$ cat config.mk
export PLATFORM = sky130hd
export DESIGN_NAME = ar_freeze_sequencer
export DESIGN_NICKNAME = d
export VERILOG_FILES = /design/src/rtl/ar_freeze_sequencer.sv
export SDC_FILE = /design/constraint.sdc
export NUM_CORES = 1
export LEC_CHECK = 0
export CORE_MARGIN = 2
export CORE_UTILIZATION = 50
export CTS_BUF_LIST = sky130_fd_sc_hd__clkbuf_4
export DETAILED_ROUTE_END_ITERATION = 7
export DONT_BUFFER_PORTS = 1
export HOLD_SLACK_MARGIN = 0.03
export PLACE_DENSITY = 0.7
export SYNTH_ARGS = -nofsm -noshare
export SYNTH_HDL_FRONTEND = slang
export SYNTH_SLANG_ARGS = --single-unit
$ cat constraint.sdc
create_clock -name i_clk -period 2.85 [get_ports i_clk]
set_clock_uncertainty 0.15 [all_clocks]
set_input_delay 0.285 -clock i_clk [delete_from_list [all_inputs] [get_ports i_clk]]
set_output_delay 0.285 -clock i_clk [all_outputs]
set_load 0.1 [all_outputs]
$ cat src/rtl/ar_freeze_sequencer.sv
// ============================================================================
// ar_freeze_sequencer
//
// Purpose:
//   Sequences Action Replay freeze entry and exit. Three request sources
//   (reset-trap, freeze-button, breakpoint) are latched as pending flags and
//   served one at a time in priority order reset > freeze > break. Serving a
//   request raises the level-7 interrupt and waits for the CPU vector fetch
//   acknowledge. Once acknowledged, the block owns the ROM-overlay and
//   cartridge-active flags until the AR code writes the exit register.
//   An unacknowledged interrupt is retried after a hold-off gap, and the
//   request is abandoned (sticky error) once the retries are used up. After
//   exit a cooldown window keeps new requests from being issued immediately.
//
// Parameters:
//   ACK_TIMEOUT  cycles int7 stays high without ack before a retry
//   HOLDOFF      cycles int7 is forced low between retries
//   MAX_RETRY    retries before the request is abandoned
//   COOLDOWN     cycles after exit during which no new request is issued
//
// Ports:
//   i_clk          system clock
//   i_reset        asynchronous active-high reset
//   i_enable       cartridge present; low returns everything to idle
//   i_boot         bootloader running; requests are held back while high
//   i_req_freeze   freeze-button pulse (1 cycle)
//   i_req_reset    reset-trap pulse (1 cycle)
//   i_req_break    breakpoint pulse (1 cycle)
//   i_int7_ack     CPU interrupt-vector read (level)
//   i_exit_wr      CPU write to mode register word 0
//   i_ovl_clr_wr   CPU write to the overlay-clear register
//   o_int7         level-7 interrupt request
//   o_ovr          chip-RAM ROM overlay
//   o_active       cartridge frozen/active
//   o_status[1:0]  cause of last issued freeze: 00 freeze, 01 break, 11 reset
//   o_busy         sequencer not idle
//   o_err          sticky: a request was abandoned
//   o_drop_cnt[7:0] requests discarded while frozen (saturating)
// ============================================================================
module ar_freeze_sequencer #(
    parameter int ACK_TIMEOUT = 1024,
    parameter int HOLDOFF     = 16,
    parameter int MAX_RETRY   = 3,
    parameter int COOLDOWN    = 64
) (
    input  logic       i_clk,
    input  logic       i_reset,
    input  logic       i_enable,
    input  logic       i_boot,
    input  logic       i_req_freeze,
    input  logic       i_req_reset,
    input  logic       i_req_break,
    input  logic       i_int7_ack,
    input  logic       i_exit_wr,
    input  logic       i_ovl_clr_wr,
    output logic       o_int7,
    output logic       o_ovr,
    output logic       o_active,
    output logic [1:0] o_status,
    output logic       o_busy,
    output logic       o_err,
    output logic [7:0] o_drop_cnt
);

    // ------------------------------------------------------------------------
    // Counter widths: each counter holds 0..param
    // ------------------------------------------------------------------------
    localparam int ACK_W   = (ACK_TIMEOUT < 1) ? 1 : $clog2(ACK_TIMEOUT + 1);
    localparam int HOLD_W  = (HOLDOFF     < 1) ? 1 : $clog2(HOLDOFF + 1);
    localparam int RETRY_W = (MAX_RETRY   < 1) ? 1 : $clog2(MAX_RETRY + 1);
    localparam int COOL_W  = (COOLDOWN    < 1) ? 1 : $clog2(COOLDOWN + 1);

    localparam logic [ACK_W-1:0]   ACK_LAST  = ACK_W'(ACK_TIMEOUT - 1);
    localparam logic [HOLD_W-1:0]  HOLD_LAST = HOLD_W'(HOLDOFF - 1);
    localparam logic [COOL_W-1:0]  COOL_LAST = COOL_W'(COOLDOWN - 1);
    localparam logic [RETRY_W-1:0] RETRY_MAX = RETRY_W'(MAX_RETRY);

    // Request source indices (bit positions in the pending vector)
    localparam int N_SRC      = 3;
    localparam int SRC_BREAK  = 0;
    localparam int SRC_FREEZE = 1;
    localparam int SRC_RESET  = 2;

    localparam logic [1:0] STAT_FREEZE = 2'b00;
    localparam logic [1:0] STAT_BREAK  = 2'b01;
    localparam logic [1:0] STAT_RESET  = 2'b11;

    typedef enum logic [2:0] {
        ST_IDLE,
        ST_REQ,
        ST_HOLD,
        ST_FROZEN,
        ST_COOL
    } state_t;

    // ------------------------------------------------------------------------
    // Registers
    // ------------------------------------------------------------------------
    state_t             r_state;
    logic [N_SRC-1:0]   r_pend;
    logic [ACK_W-1:0]   r_ack_tmr;
    logic [HOLD_W-1:0]  r_hold_tmr;
    logic [COOL_W-1:0]  r_cool_tmr;
    logic [RETRY_W-1:0] r_retry;
    logic               r_int7;
    logic               r_ovr;
    logic               r_active;
    logic [1:0]         r_status;
    logic               r_busy;
    logic               r_err;
    logic [7:0]         r_drop_cnt;

    // ------------------------------------------------------------------------
    // Combinational helpers
    // ------------------------------------------------------------------------
    logic [N_SRC-1:0] w_pulse;
    logic [N_SRC-1:0] w_sel;
    logic [1:0]       w_sel_status;
    logic             w_launch;
    logic             w_frozen;
    logic [N_SRC-1:0] w_pend_clr;
    logic [N_SRC-1:0] w_pend_next;
    logic [9:0]       w_drop_sum;
    logic [7:0]       w_drop_next;

    assign w_pulse[SRC_BREAK]  = i_req_break;
    assign w_pulse[SRC_FREEZE] = i_req_freeze;
    assign w_pulse[SRC_RESET]  = i_req_reset;

    assign w_frozen = (r_state == ST_FROZEN);

    // Fixed-priority pick among pending flags: reset > freeze > break
    always_comb begin
        w_sel        = '0;
        w_sel_status = STAT_RESET;
        if (r_pend[SRC_RESET]) begin
            w_sel[SRC_RESET] = 1'b1;
            w_sel_status     = STAT_RESET;
        end else if (r_pend[SRC_FREEZE]) begin
            w_sel[SRC_FREEZE] = 1'b1;
            w_sel_status      = STAT_FREEZE;
        end else if (r_pend[SRC_BREAK]) begin
            w_sel[SRC_BREAK] = 1'b1;
            w_sel_status     = STAT_BREAK;
        end
    end

    // A request is issued only from IDLE and never while the bootloader runs
    assign w_launch   = (r_state == ST_IDLE) && (|r_pend) && !i_boot;
    assign w_pend_clr = w_launch ? w_sel : '0;

    // Per-source pending flag. Clearing the served flag wins over a
    // simultaneous re-pulse of the same source (the re-pulse is absorbed);
    // pulses that arrive while frozen are discarded and counted instead.
    genvar gi;
    generate
        for (gi = 0; gi < N_SRC; gi++) begin : g_pend
            assign w_pend_next[gi] = w_pend_clr[gi] ? 1'b0
                                   : (r_pend[gi] | (w_pulse[gi] & ~w_frozen));
        end
    endgenerate

    // Drop counter adds one per pulsing source and saturates at 255
    always_comb begin
        w_drop_sum = {2'b00, r_drop_cnt};
        for (int i = 0; i < N_SRC; i++) begin
            w_drop_sum = w_drop_sum + 10'(w_pulse[i]);
        end
        w_drop_next = (w_drop_sum > 10'd255) ? 8'hFF : w_drop_sum[7:0];
    end

    // ------------------------------------------------------------------------
    // Sequencer FSM with registered outputs
    // ------------------------------------------------------------------------
    always_ff @(posedge i_clk or posedge i_reset) begin
        if (i_reset) begin
            r_state    <= ST_IDLE;
            r_pend     <= '0;
            r_ack_tmr  <= '0;
            r_hold_tmr <= '0;
            r_cool_tmr <= '0;
            r_retry    <= '0;
            r_int7     <= 1'b0;
            r_ovr      <= 1'b0;
            r_active   <= 1'b0;
            r_status   <= STAT_RESET;
            r_busy     <= 1'b0;
            r_err      <= 1'b0;
            r_drop_cnt <= '0;
        end else if (!i_enable) begin
            // Cartridge absent: abort whatever is in flight. Cause, error
            // and drop accounting are kept for software to inspect later.
            r_state    <= ST_IDLE;
            r_pend     <= '0;
            r_ack_tmr  <= '0;
            r_hold_tmr <= '0;
            r_cool_tmr <= '0;
            r_retry    <= '0;
            r_int7     <= 1'b0;
            r_ovr      <= 1'b0;
            r_active   <= 1'b0;
            r_busy     <= 1'b0;
        end else begin
            r_pend <= w_pend_next;
            if (w_frozen) begin
                r_drop_cnt <= w_drop_next;
            end

            unique case (r_state)
                ST_IDLE: begin
                    if (w_launch) begin
                        r_state   <= ST_REQ;
                        r_int7    <= 1'b1;
                        r_busy    <= 1'b1;
                        r_status  <= w_sel_status;
                        r_retry   <= '0;
                        r_ack_tmr <= '0;
                    end
                end

                ST_REQ: begin
                    // Ack is checked first so it wins over a same-cycle timeout
                    if (i_int7_ack) begin
                        r_state  <= ST_FROZEN;
                        r_int7   <= 1'b0;
                        r_ovr    <= 1'b1;
                        r_active <= 1'b1;
                    end else if (r_ack_tmr == ACK_LAST) begin
                        r_int7    <= 1'b0;
                        r_ack_tmr <= '0;
                        if (r_retry < RETRY_MAX) begin
                            r_state    <= ST_HOLD;
                            r_retry    <= r_retry + RETRY_W'(1);
                            r_hold_tmr <= '0;
                        end else begin
                            // Out of retries: give up on this request
                            r_state <= ST_IDLE;
                            r_busy  <= 1'b0;
                            r_err   <= 1'b1;
                        end
                    end else begin
                        r_ack_tmr <= r_ack_tmr + ACK_W'(1);
                    end
                end

                ST_HOLD: begin
                    // int7 stays low here; a stray ack is ignored
                    if (r_hold_tmr == HOLD_LAST) begin
                        r_state   <= ST_REQ;
                        r_int7    <= 1'b1;
                        r_ack_tmr <= '0;
                    end else begin
                        r_hold_tmr <= r_hold_tmr + HOLD_W'(1);
                    end
                end

                ST_FROZEN: begin
                    // Exit forces the overlay off, so a simultaneous overlay
                    // clear is naturally covered by the same branch.
                    if (i_exit_wr) begin
                        r_state    <= ST_COOL;
                        r_ovr      <= 1'b0;
                        r_active   <= 1'b0;
                        r_cool_tmr <= '0;
                    end else if (i_ovl_clr_wr) begin
                        r_ovr <= 1'b0;
                    end
                end

                ST_COOL: begin
                    if (r_cool_tmr == COOL_LAST) begin
                        r_state <= ST_IDLE;
                        r_busy  <= 1'b0;
                    end else begin
                        r_cool_tmr <= r_cool_tmr + COOL_W'(1);
                    end
                end

                default: begin
                    r_state  <= ST_IDLE;
                    r_int7   <= 1'b0;
                    r_ovr    <= 1'b0;
                    r_active <= 1'b0;
                    r_busy   <= 1'b0;
                end
            endcase
        end
    end

    // ------------------------------------------------------------------------
    // Outputs
    // ------------------------------------------------------------------------
    assign o_int7     = r_int7;
    assign o_ovr      = r_ovr;
    assign o_active   = r_active;
    assign o_status   = r_status;
    assign o_busy     = r_busy;
    assign o_err      = r_err;
    assign o_drop_cnt = r_drop_cnt;

endmodule

* Word-level counts from Yosys, hierarchy flattened
Cells that the tools add are included.
Storage, ports and cells: bits in registers 46, input port bits 10, output and inout port bits 15, word-level logic and storage cells 143
Operators by class: add/subtract/negate cells 7, order comparisons 2, equality and inequality tests 27, multiplexer cells 65, bitwise logic cells 9, reductions and logical operators 20
Operators with widths (number):
- $mux 11 | 5
- $ne 3x3->1 const B | 11
- $pmux 11 s3 | 1
- $mux 3 | 9
- $mux 5 | 5
- $mux 1 | 23
- $mux 7 | 3
- $mux 2 | 10
- $reduce_and 5->1 | 4
- $pmux 3 s5 | 1
- $pmux 7 s2 | 1
- $reduce_and 3->1 | 4
- $add 11x1->11 const B | 1
- $eq 11x10->1 const B | 1
- $add 10x1->10 | 1
- $add 9x1->10 | 1
- $gt 10x8->1 const B | 1
- $pmux 5 s2 | 1
- $add 8x1->9 | 1
- $ne 3x1->1 const B | 3
- $mux 8 | 1
- $ne 4x4->1 const B | 2
- $pmux 1 s4 | 2
- $reduce_and 4->1 | 2
- other kinds (23) | 36

* Depth between registers and ports, before layout
depth after elaboration 6, mapped depth 8, depth with buffers taken out 8

* Worst setup path before layout
OpenSTA, ideal clock, no wires.
path type flip-flop to flip-flop, start point register r_drop_cnt[0] (netlist: o_drop_cnt[0]), end point register r_drop_cnt[1] (netlist: o_drop_cnt[1]), setup time 0.089 ns, data arrival time 2.663 ns, setup slack -0.052 ns, stages on the path, launching flop included 8, path buffers 0, clock period less this slack 2.902 ns, cell sequence dfrtp_1 > fa_1 > ha_1 > inv_1 > fa_1 > nor3b_2 > nand4_1 > o211ai_1
Between the ends: cells in the longest elaborated chain, start to end 5
RTL lines:
- start, declared | line 111 | logic [7:0] r_drop_cnt;
- start signal, assigned | line 206 | r_drop_cnt <= w_drop_next;
- $add 8x1->9 (*) | line 167 | w_drop_sum = w_drop_sum + 10'(w_pulse[i]);
- $add 9x1->10 (*) | line 167
- $add 10x1->10 (*) | line 167
- $gt 10x8->1 | line 169 | w_drop_next = (w_drop_sum > 10'd255) ? 8'hFF : w_drop_sum[7:0];
- $mux 8 (*) | line 169
Mark *: on every way between the ends. The rest lies on a longest branch, timed or not. A chain may end at the register's enable or synchronous reset.

* Final worst setup path
Same ends and word-level chain as after synthesis.

==> summary.md <==
The total area of sequential cells is 1150 µm², and the initial antenna violation count is 0. Post-synthesis net count: 300. Once placement finished, the instance area stood at 2780 µm². Counting the buffers created by CTS gives 5. The highest ir drop seen on vdd was 0.000510 V; the worst hold path depth was 2.

Wires add up to 5.48 mm. Routability-driven placement finished with a final weighted congestion of 0.776. After global routing the overflow that remains totals 0. The total negative slack was 0 ns; the worst slew margin relative to its limit was 35.4%. The sum of net half-perimeters after detailed placement was 3.78 mm. The run gives 0.36 ns as the clock latency reported for the late side of the worst-skew pair. The data required time of the worst path is 2.99 ns. For the pin with the worst max-slew slack, the measured transition is 0.968 ns. The final net count came out at 322.

The worst setup path is launched from a register. After clock tree synthesis, the clock-pin slew on the worst setup and hold paths is 0.13 ns. Synthesis inferred 46 register bits. After filler insertion, the fill cell instance count of the layout stands at 466.

Dividing the detail-routed via count by the number of cells gives 5.65. In this run the count of I/O pins placed on the die edge is 25. Die extent in y: 76.3 µm. The detailed router finished its first iteration with 137 violations. Setup repair after global routing left no endpoint under its margin. The flow ran to the end, and the final reports show no timing, DRC or antenna violations. Across the run, the number of max-cap violations was 0. The depth of the worst register-to-register path is 7, and the H-tree depth is 2.

The critical setup path kind was reg -> reg. The post-synthesis average cell area works out to 9.31 µm². For the floorplan die area, the log shows 5820 µm². The tools report the number of iterations in the first detailed-routing pass as 4.

The post-detailed-route count of antenna-violating nets was 0; the number of enable-type register cells in the synthesized netlist was 0. The via count of the first global-routing pass came out at 2030. In the final layout, the share of cells above drive strength 1 is 12.2%. Along the worst path, the maximum fanout reaches 6. In this run the clock root is driven by a sky130_fd_sc_hd__clkbuf_4.

In the final routed layout, each cell accounts on average for 14.7 µm. Synthesis produced 281 cells. For this design the static power due to leakage is 0.00127 µW.

Derived from the worst setup path, the maximum achievable clock frequency is 0.390 GHz. For this run, the number of Yosys warnings is 0. In the post-synthesis netlist, the biggest area contributors are sky130_fd_sc_hd__dfrtp_1 42%, sky130_fd_sc_hd__o21ai_0 5.4%, sky130_fd_sc_hd__nand2_1 4.3%. Power spread over the standard cell area amounts to 770 nW/µm². The number of antenna diodes in the final layout is 0. The first global-routing pass estimated 9.76 mm of wire. The core region is 5070 µm². The post-synthesis sequential area ratio was 44.1%. In this run the worst hold path is classified as in -> reg. Post-cts repair resize count: 0.

The run gives 20.4% as the global routing usage summed across all routing layers. The x dimension of the die came out at 76.3 µm. In this run the cell area of the synthesized design comes to 2620 µm². For this configuration, the core starts out at a cell density of 51.5%. The overall via count from detail_route came out at 2113.

The tools report the number of pins with negative max-slew slack in the final report as 0. The minimum period implied by the final worst setup slack came out at 2.57 ns. After detailed routing, the number of remaining DRC violations is 0. The sink count of the clock tree was 46; the quantity of I/O buffers inserted on ports was 0. The top cell type by area accounts for 42.1% of the synthesized area. The multi-input combinational cells in the finished layout cover a total of 1360 µm².

Setup violations remaining at the end of the flow were counted as 0. The final instance area was 2910 µm². The biggest area contributor in the post-synthesis netlist is sky130_fd_sc_hd__dfrtp_1. The largest net degree at the start of global routing came out at 47.

The post-route fraction of the period consumed by the critical path was 90.1%; the proportion of register bits with asynchronous set or reset after synthesis was 100%. The worst setup path is captured at a register. The initialized floorplan defines 26 standard-cell rows. Yosys mapped the design onto 59 distinct sky130hd cell types. TritonCTS built the clock tree. The number of buffers on the longest clock path was 2; the total count of hold-check failures in the final report was 0. The most instantiated flip-flop cell in the synthesis netlist is sky130_fd_sc_hd__dfrtp_1.

The area growth from synthesis to layout is 11.3%. Arrival time of the worst setup path: 2.70 ns.
-- flip-flops by register name, indices dropped and copies added (netlist names), 2 cells and up --
name	count
r_ack_tmr	11
o_drop_cnt	8
r_cool_tmr	7
r_hold_tmr	5
r_pend	3
r_state	3
o_status	2
r_retry	2
-- cell usage in the layout, fill, tap and decap left out, types with 2 or more instances in the layout --
cell                             n
sky130_fd_sc_hd__o21ai_0        28
sky130_fd_sc_hd__inv_1          14
sky130_fd_sc_hd__nor2_1         22
sky130_fd_sc_hd__nand4_1         4
sky130_fd_sc_hd__or3b_2          2
sky130_fd_sc_hd__fa_1            2
sky130_fd_sc_hd__or3_1           2
sky130_fd_sc_hd__dfstp_2         2
sky130_fd_sc_hd__nand2b_1        6
sky130_fd_sc_hd__nor3_1         11
sky130_fd_sc_hd__and2_1          2
sky130_fd_sc_hd__and3_1          4
sky130_fd_sc_hd__nand2_1        30
sky130_fd_sc_hd__nand4b_1        2
sky130_fd_sc_hd__buf_4          16
sky130_fd_sc_hd__a211oi_1        2
sky130_fd_sc_hd__or2_1           2
sky130_fd_sc_hd__nand3_1        12
sky130_fd_sc_hd__mux2i_1         3
sky130_fd_sc_hd__a21oi_1        13
sky130_fd_sc_hd__nor2b_1         3
sky130_fd_sc_hd__nand3b_1        5
sky130_fd_sc_hd__o31ai_1         8
sky130_fd_sc_hd__dlygate4sd3_1   8
sky130_fd_sc_hd__mux2_4          2
sky130_fd_sc_hd__o211ai_1        2
sky130_fd_sc_hd__o21a_1          4
sky130_fd_sc_hd__xor2_1          2
sky130_fd_sc_hd__a31oi_1         2
sky130_fd_sc_hd__dfrtp_1        43
sky130_fd_sc_hd__clkbuf_4        5
sky130_fd_sc_hd__nor3b_1         2
sky130_fd_sc_hd__o21ai_1         3
sky130_fd_sc_hd__ha_1            7
-- power breakdown --
group / internal (µW) / leakage (µW) / switching [µW]
logic: 318 / 0.000625 / 535
registers: 755 / 0.000615 / 333
clock network: 92.0 / 0.0000286 / 210
total: 1170 / 0.00127 / 1080
-- area by class of cell --
| cell class | count | share of cell area [%] |
|---|---|---|
| inverter | 15 | 1.93 |
| clock buffer | 5 | 1.29 |
| timing repair buffer | 24 | 6.88 |
| multi-input combinational | 211 | 46.7 |
| sequential | 46 | 39.7 |
| clock inverter | 3 | 0.559 |
| tap | 70 | 3.01 |
-- timing repair --
item | 4_1_cts | 5_1_grt
setup buffers | 0 | 0
endpoints found under the hold margin | 57 | 0
hold buffers | 8 | 0
-- worst max-delay path, cell delays in order, from the launching register on --
cell and delay [ns]:
sky130_fd_sc_hd__dfrtp_2 0.43, sky130_fd_sc_hd__fa_1 0.48, sky130_fd_sc_hd__ha_1 0.16, sky130_fd_sc_hd__inv_1 0.06, sky130_fd_sc_hd__fa_1 0.40, sky130_fd_sc_hd__nor3b_2 0.35
sky130_fd_sc_hd__nand4_1 0.29, sky130_fd_sc_hd__o211ai_1 0.18
-- cell usage after synthesis (4+ instances only) --
library cell               count
sky130_fd_sc_hd__nand4_1       4
sky130_fd_sc_hd__dfrtp_1      44
sky130_fd_sc_hd__o31ai_1       8
sky130_fd_sc_hd__buf_2         4
sky130_fd_sc_hd__nor2_1       22
sky130_fd_sc_hd__nor3_1       11
sky130_fd_sc_hd__nand2b_1      6
sky130_fd_sc_hd__o21ai_0      28
sky130_fd_sc_hd__and3_1        4
sky130_fd_sc_hd__a21oi_1      13
sky130_fd_sc_hd__o21a_1        4
sky130_fd_sc_hd__ha_1          7
sky130_fd_sc_hd__nand2_1      30
sky130_fd_sc_hd__nand3b_1      5
sky130_fd_sc_hd__inv_1        15
sky130_fd_sc_hd__nand3_1      12
-- routing by layer --
layer	share of wire, %	track usage (%)	wire length (µm)
met5	0	0	0
met4	1.2	6.73	67
met3	3.2	3.08	175
met2	45	31.5	2480
met1	50	29.8	2760
-- through the flow --
step,std cells,setup WS (ns),total power (µW),hold slack (ns),util (%)
6_report,374,0.283,2240,0.0374,57.4
5_1_grt,374,0.118,2390,0.0521,57.4
4_1_cts,374,0.277,2260,0.0355,57.4
3_5_place_dp,358,0.305,1940,0.294,54.7
3_3_place_gp,358,0.367,1930,0.290,54.7
2_1_floorplan,281,0.186,1740,0.276,-
-- final timing paths --
check | from | slack (ns) | end
max | o_drop_cnt[0] | 0.28 | o_drop_cnt[1]
max reg2reg | o_drop_cnt[0] | 0.28 | o_drop_cnt[1]
min reg2reg | r_hold_tmr[3] | 0.34 | r_hold_tmr[3]
min in group asynchronous | i_reset | 0.44 | r_retry[0]
max in group asynchronous | i_reset | 1.47 | o_drop_cnt[0]
min | i_enable | 0.04 | r_hold_tmr[4]
-- logic make-up after synthesis --
group / after synthesis / synth area share, %
buffers and inverters: 24 / 3.92
flip-flops: 46 / 44.1
AO/OA/AOI/OAI: 75 / 18.0
XOR/XNOR: 3 / 1.00
AND/OR/NAND/NOR: 118 / 25.4
multiplexers: 6 / 2.73
adder cells (fa/ha/maj): 9 / 4.88
Power figures use the tool's default switching activity.
